**src/rtl/prog_loader_pkg.sv**
```systemverilog
// Shared definitions for the program loader: state encoding, byte width and
// the default load address.
package prog_loader_pkg;

  localparam int         LD_BYTE_W     = 8;
  localparam logic [7:0] LD_START_ADDR = 8'h00;

  typedef enum logic [2:0] {
    LD_IDLE = 3'd0,
    LD_LEN  = 3'd1,
    LD_DATA = 3'd2,
    LD_CSUM = 3'd3,
    LD_RUN  = 3'd4,
    LD_DONE = 3'd5,
    LD_ERR  = 3'd6
  } ld_state_t;

  // States in which a load is considered in progress (start is ignored).
  function automatic logic ld_is_busy(input ld_state_t s);
    return (s == LD_LEN) || (s == LD_DATA) || (s == LD_CSUM) || (s == LD_RUN);
  endfunction

  // States in which the loader accepts an upstream byte.
  function automatic logic ld_takes_byte(input ld_state_t s);
    return (s == LD_LEN) || (s == LD_DATA) || (s == LD_CSUM);
  endfunction

endpackage

```
**src/rtl/ld_byte_ctr.sv**
```systemverilog
// Loader datapath: remaining-byte counter, RAM address pointer and running
// modulo-2^DATA_W checksum of the payload.
module ld_byte_ctr
  import prog_loader_pkg::*;
#(
  parameter int                ADDR_W     = 8,
  parameter int                DATA_W     = LD_BYTE_W,
  parameter logic [ADDR_W-1:0] START_ADDR = ADDR_W'(LD_START_ADDR)
) (
  input  logic              clk,
  input  logic              rst,
  input  logic              init,
  input  logic              load_cnt,
  input  logic              step,
  input  logic [DATA_W-1:0] din,
  output logic [DATA_W-1:0] count,
  output logic [ADDR_W-1:0] ptr,
  output logic [DATA_W-1:0] sum
);

  logic [DATA_W-1:0] count_reg;
  logic [ADDR_W-1:0] ptr_reg;
  logic [DATA_W-1:0] sum_reg;

  // init restarts pointer and checksum; load_cnt takes the length byte;
  // step consumes one payload byte (pointer wraps naturally at 2^ADDR_W).
  always_ff @(posedge clk or negedge rst) begin
    if (!rst) begin
      count_reg <= '0;
      ptr_reg   <= START_ADDR;
      sum_reg   <= '0;
    end else begin
      if (init) begin
        ptr_reg <= START_ADDR;
        sum_reg <= '0;
      end else if (step) begin
        ptr_reg <= ptr_reg + 1'b1;
        sum_reg <= sum_reg + din;
      end
      if (load_cnt) begin
        count_reg <= din;
      end else if (step) begin
        count_reg <= count_reg - 1'b1;
      end
    end
  end

  assign count = count_reg;
  assign ptr   = ptr_reg;
  assign sum   = sum_reg;

endmodule

```
**src/rtl/prog_loader.sv**
```systemverilog
// Byte-stream program loader: takes a length byte, N payload bytes and a
// checksum byte, writes the payload into CPU RAM and releases the CPU with a
// single run pulse when the checksum matches.
module prog_loader
  import prog_loader_pkg::*;
#(
  parameter int                ADDR_W     = 8,
  parameter int                DATA_W     = LD_BYTE_W,
  parameter logic [ADDR_W-1:0] START_ADDR = ADDR_W'(LD_START_ADDR)
) (
  input  logic              clk,
  input  logic              rst,
  input  logic              start,
  input  logic              in_valid,
  input  logic [DATA_W-1:0] in_data,
  output logic              in_ready,
  output logic [ADDR_W-1:0] ram_addr,
  output logic [DATA_W-1:0] ram_data,
  output logic              ram_wren,
  output logic              cpu_halt,
  output logic              cpu_run,
  output logic              busy,
  output logic              done,
  output logic              err
);

  ld_state_t         state_reg;
  ld_state_t         state_next;
  logic              xfer;
  logic              ctr_init;
  logic              ctr_load;
  logic              ctr_step;
  logic              wren_next;
  logic [DATA_W-1:0] count;
  logic [ADDR_W-1:0] ptr;
  logic [DATA_W-1:0] sum;
  logic              wren_reg;
  logic [ADDR_W-1:0] addr_reg;
  logic [DATA_W-1:0] data_reg;

  assign in_ready = ld_takes_byte(state_reg);
  assign xfer     = in_valid & in_ready;

  ld_byte_ctr #(
    .ADDR_W    (ADDR_W),
    .DATA_W    (DATA_W),
    .START_ADDR(START_ADDR)
  ) u_ctr (
    .clk     (clk),
    .rst     (rst),
    .init    (ctr_init),
    .load_cnt(ctr_load),
    .step    (ctr_step),
    .din     (in_data),
    .count   (count),
    .ptr     (ptr),
    .sum     (sum)
  );

  // State register; reset aborts any load in progress.
  always_ff @(posedge clk or negedge rst) begin
    if (!rst) begin
      state_reg <= LD_IDLE;
    end else begin
      state_reg <= state_next;
    end
  end

  // Next-state and datapath controls.
  always_comb begin
    state_next = state_reg;
    ctr_init   = 1'b0;
    ctr_load   = 1'b0;
    ctr_step   = 1'b0;
    wren_next  = 1'b0;
    case (state_reg)
      LD_IDLE, LD_DONE, LD_ERR: begin
        if (start) begin
          state_next = LD_LEN;
          ctr_init   = 1'b1;
        end
      end
      LD_LEN: begin
        if (xfer) begin
          ctr_load   = 1'b1;
          state_next = (in_data != '0) ? LD_DATA : LD_CSUM;
        end
      end
      LD_DATA: begin
        if (xfer) begin
          ctr_step  = 1'b1;
          wren_next = 1'b1;
          if (count == DATA_W'(1)) begin
            state_next = LD_CSUM;
          end
        end
      end
      LD_CSUM: begin
        if (xfer) begin
          state_next = (in_data == sum) ? LD_RUN : LD_ERR;
        end
      end
      LD_RUN: begin
        state_next = LD_DONE;
      end
      default: begin
        state_next = LD_IDLE;
      end
    endcase
  end

  // RAM write port: one registered write per accepted payload byte; address
  // and data hold their last values between writes.
  always_ff @(posedge clk or negedge rst) begin
    if (!rst) begin
      wren_reg <= 1'b0;
      addr_reg <= START_ADDR;
      data_reg <= '0;
    end else begin
      wren_reg <= wren_next;
      if (wren_next) begin
        addr_reg <= ptr;
        data_reg <= in_data;
      end
    end
  end

  assign ram_wren = wren_reg;
  assign ram_addr = addr_reg;
  assign ram_data = data_reg;

  // CPU control and status decode directly from the state register so that
  // reset forces them at once. The CPU is released only in RUN/DONE.
  assign cpu_run  = (state_reg == LD_RUN);
  assign cpu_halt = !((state_reg == LD_RUN) || (state_reg == LD_DONE));
  assign busy     = ld_is_busy(state_reg);
  assign done     = (state_reg == LD_DONE);
  assign err      = (state_reg == LD_ERR);

endmodule

```
**config.mk**
```make
export PLATFORM = sky130hd
export DESIGN_NAME = prog_loader
export DESIGN_NICKNAME = d
export VERILOG_FILES = /design/src/rtl/prog_loader_pkg.sv /design/src/rtl/ld_byte_ctr.sv /design/src/rtl/prog_loader.sv
export SDC_FILE = /design/constraint.sdc
export NUM_CORES = 1
export LEC_CHECK = 0
export CORE_MARGIN = 2
export CORE_UTILIZATION = 35
export CTS_CLUSTER_SIZE = 30
export DETAILED_ROUTE_END_ITERATION = 8
export GPL_TIMING_DRIVEN = 0
export PLACE_DENSITY_LB_ADDON = 0.25
export SYNTH_ARGS = -nofsm -noshare
export SYNTH_HDL_FRONTEND = slang
export SYNTH_SLANG_ARGS = --single-unit
export TNS_END_PERCENT = 1
```
**constraint.sdc**
```tcl
create_clock -name clk -period 3.3 [get_ports clk]
set_input_delay 0.66 -clock clk [delete_from_list [all_inputs] [get_ports clk]]
set_output_delay 0.66 -clock clk [all_outputs]
set_load 0.1 [all_outputs]
```
Word level (Yosys, flattened, before mapping)
Index checks and enable logic that the tools add are counted.

$add $sub $neg: 3. Equal/unequal tests: 13. Reductions and logical operators: 11. Multiplexer cells: 19. Order comparisons: 0. Bitwise operators: 1. Divide/modulo/power cells: 0. Shifts and indexed selects: 0. Multipliers: 0.

Operators with widths (number): $mux W8 (6); $mux W3 (5); $pmux W3 S5 (1); $eq A3 B3 Y1 const B (3); $add A8 B1 Y8 const B (1); $add A8 B8 Y8 (1); $eq A8 B1 Y1 const B (1); $eq A8 B8 Y1 (1); $ne A2 B2 Y1 const B (4); $reduce_bool A8 Y1 (1); $sub A8 B1 Y8 const B (1); $eq A3 B2 Y1 const B (2); $mux W1 (6); $reduce_and A5 Y1 (1); $logic_or A1 B1 Y1 (4); $reduce_bool A2 Y1 (2); $eq A3 B1 Y1 const B (1); $logic_not A3 Y1 (1); $reduce_or A3 Y1 (1); $mux W2 (1); $ne A2 B1 Y1 const B (1); $and A1 B1 Y1 (1); $logic_not A1 Y1 (1).

Bits in latches: 0. Memories kept: 0. Bits in read-only memories: 0. Memory bits (writable): 0. Flip-flop bits (word level): 44. Bits of input ports: 12.

Longest topological paths before layout
Gate-level depths: netlist of the first run.

Depth in word-level cells: 8. Depth in mapped cells: 7.

By module
From an unflattened synthesis of the first run, not the netlist that was laid out.

Cell total of the unflattened synthesis: 233. Area total of the unflattened synthesis: 2461.1 um^2.

Modules (own cells, without submodules): ld_byte_ctr (area an instance 1427.6 um^2, cells each 146, times used 1); prog_loader (area an instance 1033.5 um^2, cells each 87, times used 1).

Worst setup path after synthesis of the first run
Ideal clock, no wire load.

Kind: register to output. Start: reg state_reg[2]. End: out cpu_run. Required time: 2.640 ns. Cell stages (with the launch flop): 5. Path slack: -0.265 ns. Data arrival time: 2.905 ns. Cell sequence: dfrtp_1 buf_2 clkbuf_1 nand2b_1 nor2_1.

Longest elaborated chain between the ends: 1.

RTL lines: from (decl) (line prog_loader.sv:27) `ld_state_t state_reg;`; from (signal assigned) (line prog_loader.sv:65) `state_reg <= state_next;`; $eq A3 B3 Y1 (line prog_loader.sv:134) `assign cpu_run = (state_reg == LD_RUN);`; to (decl) (line prog_loader.sv:21) `output logic cpu_run,`.

No other way between the ends.

Final worst setup path of the first run
Start: reg state_reg[2]. End: out err.

Longest elaborated chain between the ends: 1.

RTL lines: $eq A3 B3 Y1 (line prog_loader.sv:138) `assign err = (state_reg == LD_ERR);`; to (decl) (line prog_loader.sv:24) `output logic err`.

No other way between the ends.

==> impl_metrics.json, run 1 <==
{
  "cp-start-kind": "flip-flop",
  "finClkSkew_ns": 0.00935,
  "synth_edf_count": 0,
  "finalPower_mw": 3.04,
  "ff2ff_setup_slack_ns": 1.30,
  "grt_use_met2_pct": 25.0,
  "end_kind": "primary output",
  "r2r_end": "state_reg[1]$_DFFE_PN0P_",
  "initial_core_util_pct": 36.2,
  "worstPathRequired_ns": 2.64,
  "rsz0062_at_grt": "no",
  "hold_viol_final": 0,
  "ys.warnings.count": 0,
  "p_leak_nw": 1.43,
  "vdd_drop_max_mv": 0.668,
  "setup_viol": 0,
  "status": "completed",
  "cts.clk_slew.worst_paths_ns": 0.09,
  "vias_per_cell": 4.98,
  "grt.met3_usage_pct": 3.20,
  "clk_path_buf_depth": 2,
  "root_buffer": "clkbuf_8",
  "antenna_cells": 0,
  "slew_headroom_pct": 34.9,
  "syn_area_um2": 2460,
  "io_buffers": 33,
  "synth_seq_cells": 44,
  "vias": 2032,
  "power_density_nw_per_um2": 1010,
  "synth_top_flop_cell": "dfrtp_1",
  "cts_max_level": 2,
  "hold_class": "primary input to asynchronous set/reset pin",
  "core_um2": 6790,
  "finalCoreUtilization_pct": 44.5,
  "remaining_drc_errors": 0,
  "ant_nets": 0,
  "cp_max_fo": 10,
  "antenna_found_initial": 0,
  "first_iter_violations": 136,
  "routabilityCongestion": 0.845,
  "worst_slew_pin_slew_ns": 0.973,
  "cts_tree": "yes",
  "final_common_cell": "nand2_1",
  "clk_latency_ns": 0.30,
  "grt_usage_pct": 16.7,
  "maxCapViolCount": 0,
  "area_delta_synth_final_pct": 22.8,
  "gr-total-overflow": 0,
  "drt_wl_total_um": 5810,
  "ys_types": 49,
  "die_h_um": 87.9,
  "drive_gt1_share_pct": 9.62,
  "syn_inst": 270,
  "use_met1_pct": 24.1,
  "grt_pass1_vias": 1933,
  "period_minus_slack_ns": 3.19,
  "dr.pass1.iters": 4,
  "avgSynthCellArea_um2": 9.12,
  "ys_async_sr_fraction_pct": 100,
  "fp.dieArea_um2": 7720,
  "io_pins": 35,
  "dpl.hpwl_um": 4150,
  "mostFrequentLayoutCells": "nand2_1, dfrtp_1, clkdlybuf4s50_1",
  "crit_type": "flip-flop to primary output",
  "grt_max_degree": 38,
  "reg2reg_from": "u_ctr.sum[2]$_DFFE_PN0P_",
  "grt_first_pass_wirelength_um": 9850,
  "slew_violations": 0,
  "rr_worst_depth": 5,
  "wl_per_cell_um": 14.3,
  "nets": 334,
  "yosysSeqAreaShare_pct": 44.7,
  "min_period_over_period_pct": 96.6,
  "cp_data_arrival_time_ns": 2.53,
  "syn_nets": 293,
  "clkSinkCount": 44,
  "die_x_um": 87.9,
  "numCtsBuffers": 5,
  "rows": 30,
  "grt_busiest_layer": "met2",
  "timing.fmax_ghz": 0.314
}
## worst max-delay path by stage
stage | startpoint | endpoint | slack [ns] | cells past startpoint
after floorplan | state_reg[2]$_DFFE_PN0P_ | cpu_run | -0.27 | 4
after global placement | rst | ram_addr[2]$_DFFE_PN0P_ | 0.25 | 1
after detailed placement | state_reg[1]$_DFFE_PN0P_ | busy | 0.35 | 4
after CTS | state_reg[1]$_DFFE_PN0P_ | busy | 0.02 | 4
after global routing | state_reg[2]$_DFFE_PN0P_ | err | 0.007 | 4
final | state_reg[2]$_DFFE_PN0P_ | err | 0.11 | 4
## metal layers
metal	wire length (um)	share of wire, %
met3	245	4.2
met4	115	2.0
met2	2630	45
met1	2820	49
met5	0	0
## power by group
part	internal, mW	switching (mW)
clock network	0.148	0.193
registers	0.723	0.136
logic	0.554	1.29
## cell type report
class                   count  area [um2]
repair buffers             34         353
inverters                   5        18.8
plain buffers              15        73.8
flip-flops and latches     44        1100
well taps                  96         120
clock inverters             3        18.8
multi-input cells         206        1270
clock buffers               5        68.8
fillers                   690        3770
## worst max-delay path: stages, from the launching register on
cell and delay [ns]:
dfrtp_1 0.32, buf_2 0.20, clkbuf_1 0.37, and3_1 0.22
clkdlybuf4s50_1 1.13
## timing repair
item / in CTS / in global routing
setup endpoints to repair: 0 / 3
gates resized for setup: 0 / 3
setup buffers: 0 / 0
hold buffers: 0 / 0
## cell usage after synthesis, types with 3 or more instances
master / n / share of area, %
a21o_1: 3 / 0.92
a21oi_1: 11 / 2.2
and3_1: 4 / 1.0
buf_2: 8 / 1.6
clkbuf_1: 3 / 0.46
dfrtp_1: 44 / 45
ha_1: 10 / 5.1
inv_1: 4 / 0.61
nand2_1: 72 / 11
nand2b_1: 4 / 1.0
nand3b_1: 4 / 1.2
nand4_1: 5 / 1.3
nor2_1: 18 / 2.7
nor3_1: 6 / 1.2
nor3b_1: 4 / 1.2
o21ai_0: 14 / 2.8
o22ai_1: 3 / 0.76
xnor2_1: 5 / 1.8
xor2_1: 9 / 3.2
## logic make-up after synthesis
| group | share of synthesized area, % |
|---|---|
| AOI/OAI and AO/OA | 12.6 |
| xor gates and xnor gates | 4.98 |
| adders and majority gates | 5.90 |
| buffers and inverters | 3.76 |
| DFF | 44.7 |
| muxes | 2.19 |
| and+or+nand+nor | 25.9 |
## through the flow
step                      hold slack, ns  setup TNS, ns  instances  area (um2)  setup WS [ns]
after detailed placement           0.462              0        400        2930          0.348
after global routing               0.211              0        408        3020        0.00724
after floorplan                    0.364         -0.530        270        2460         -0.265
after global placement             0.459              0        399        2910          0.252
after CTS                          0.206              0        408        3010         0.0164
final                              0.206              0        408        3020          0.111
Power figures use the tool's default switching activity.
==> run 2: changes to the inputs <==
--- a/config.mk
+++ b/config.mk
@@ -11,6 +11,7 @@
 export DETAILED_ROUTE_END_ITERATION = 8
 export GPL_TIMING_DRIVEN = 0
 export PLACE_DENSITY_LB_ADDON = 0.25
+export SETUP_SLACK_MARGIN = 0.02
 export SYNTH_ARGS = -nofsm -noshare
 export SYNTH_HDL_FRONTEND = slang
 export SYNTH_SLANG_ARGS = --single-unit
==> run 2 against run 1 <==
- flip-flop and latch count unchanged
- largest cell class unchanged
- critical path type unchanged
- total power shrank 0.31%
- clock skew barely moved
- critical endpoint is now cpu_halt
==> impl_metrics.json, run 2 (synthesis gave the netlist of run 1 again) <==
{
  "dp_cells": 400,
  "drt_wl_total_um": 5780,
  "cts_tree": "yes",
  "drive_gt1_share_pct": 9.62,
  "hold_class": "primary input to asynchronous set/reset pin",
  "cts_max_level": 2,
  "slowest_stage": "clkdlybuf4s50_1",
  "power_density_nw_per_um2": 1000,
  "layout.cells.non_filler": 408,
  "reg2reg_from": "u_ctr.sum[2]$_DFFE_PN0P_",
  "antenna_cells": 0,
  "min_period_over_period_pct": 92.0,
  "cp-startpoint": "state_reg[2]$_DFFE_PN0P_",
  "mostFrequentLayoutCells": "nand2_1, dfrtp_1, clkdlybuf4s50_1",
  "clk_latency_ns": 0.30,
  "grt_first_pass_wirelength_um": 9870,
  "vdd_drop_max_mv": 0.650,
  "area_delta_synth_final_pct": 22.7,
  "timing.fmax_ghz": 0.329,
  "grt_max_degree": 38,
  "maxCapViolCount": 0,
  "dpl.hpwl_um": 4150,
  "remaining_drc_errors": 0,
  "period_minus_slack_ns": 3.04,
  "clkSinkCount": 44,
  "io_pins": 35,
  "rsz0062_at_grt": "no",
  "slowest_delay_ns": 1.14,
  "root_buffer": "clkbuf_8",
  "clk_path_buf_depth": 2,
  "initial_core_util_pct": 36.2,
  "die_x_um": 87.9,
  "finalPower_mw": 3.03,
  "setup_viol": 0,
  "grt_pass1_vias": 1939,
  "finClkSkew_ns": 0.00910,
  "rows": 30,
  "status": "completed",
  "grt_usage_pct": 16.7,
  "ff2ff_setup_slack_ns": 1.31,
  "antenna_found_initial": 0,
  "design_area_um2": 3020,
  "ant_nets": 0,
  "cts.clk_slew.worst_paths_ns": 0.09,
  "rr_worst_depth": 5,
  "routabilityCongestion": 0.845,
  "worst_slew_pin_slew_ns": 0.973,
  "core_um2": 6790,
  "crit_type": "flip-flop to primary output",
  "slew_headroom_pct": 34.9,
  "gr-total-overflow": 0,
  "nets": 334,
  "vias_per_cell": 4.94,
  "io_buffers": 33,
  "die_h_um": 87.9,
  "cp-start-kind": "flip-flop",
  "worstPathRequired_ns": 2.64,
  "vias": 2015,
  "dr.pass1.iters": 4,
  "hold_viol_final": 0,
  "r2r_end": "state_reg[1]$_DFFE_PN0P_",
  "placed_cell_area_um2": 2930,
  "fp.dieArea_um2": 7720,
  "final_common_cell": "nand2_1",
  "cp_data_arrival_time_ns": 2.38,
  "first_iter_violations": 136,
  "slew_violations": 0,
  "p_leak_nw": 1.44,
  "crit_chain": "buf_2 > clkbuf_1 > nand2b_1 > clkdlybuf4s50_1",
  "end_kind": "primary output",
  "numCtsBuffers": 5,
  "wl_per_cell_um": 14.2,
  "cp_max_fo": 10
}
==> run 2: cell count changes in the layout (fill, tap and decap cells not counted) <==
cell	before	now
dlygate4sd2_1	0	1
clkdlybuf4s50_1	29	28
==> run 2: critical path, delay by kind of cell (launching register included) <==
kind / cells / cell delay, ns
buffers and inverters: 3 / 1.55
flip-flops: 1 / 0.36
AND/OR/NAND/NOR: 1 / 0.17
==> run 2: report_power, final <==
part | internal [mW] | leakage [nW] | total [mW] | switching [mW]
Clock | 0.148 | 0.0479 | 0.341 | 0.193
Combinational | 0.547 | 0.823 | 1.83 | 1.29
Sequential | 0.723 | 0.573 | 0.858 | 0.135
Total | 1.42 | 1.44 | 3.03 | 1.61
==> run 2: cell type report <==
type | count | area (um2)
sequential | 44 | 1100
buffer | 15 | 73.8
multi-input combinational | 206 | 1270
clock buffer | 5 | 68.8
fill | 689 | 3770
clock inverter | 3 | 18.8
inverter | 5 | 18.8
tap | 96 | 120
timing repair buffer | 34 | 352
==> run 2: timing repair <==
action | 4_1_cts | 5_1_grt
gates resized for setup | 1 | 3
setup endpoints to repair | 1 | 3
hold buffers | 0 | 0
cloned | 0 | 0
buffers inserted | 0 | 0
==> run 2: worst max-delay path by stage <==
| stage | endpoint | cells after the start |
|---|---|---|
| 5_1_grt | cpu_halt | 4 |
| 2_1_floorplan | cpu_run | 4 |
| 6_report | cpu_halt | 4 |
| 3_3_place_gp | ram_addr[2]$_DFFE_PN0P_ | 1 |
| 4_1_cts | cpu_run | 5 |
| 3_5_place_dp | busy | 4 |
==> run 2: through the flow <==
stage | utilization (%) | setup TNS [ns] | hold WS [ns] | worst slack, ns
5_1_grt | 44.5 | 0 | 0.211 | 0.172
6_report | 44.5 | 0 | 0.206 | 0.263
2_1_floorplan | - | -0.530 | 0.364 | -0.265
4_1_cts | 44.3 | 0 | 0.206 | 0.0492
3_3_place_gp | 42.9 | 0 | 0.459 | 0.252
3_5_place_dp | 43.1 | 0 | 0.462 | 0.348
==> run 2: routing by layer <==
layer | up-vias | GRT usage (%) | part of all wire, %
met3 | 7 | 3.20 | 4.3
li1 | 1008 | - | -
met1 | 949 | 24.1 | 49
met2 | 51 | 25.1 | 45
met4 | 0 | 5.59 | 1.8
met5 | - | 0 | 0
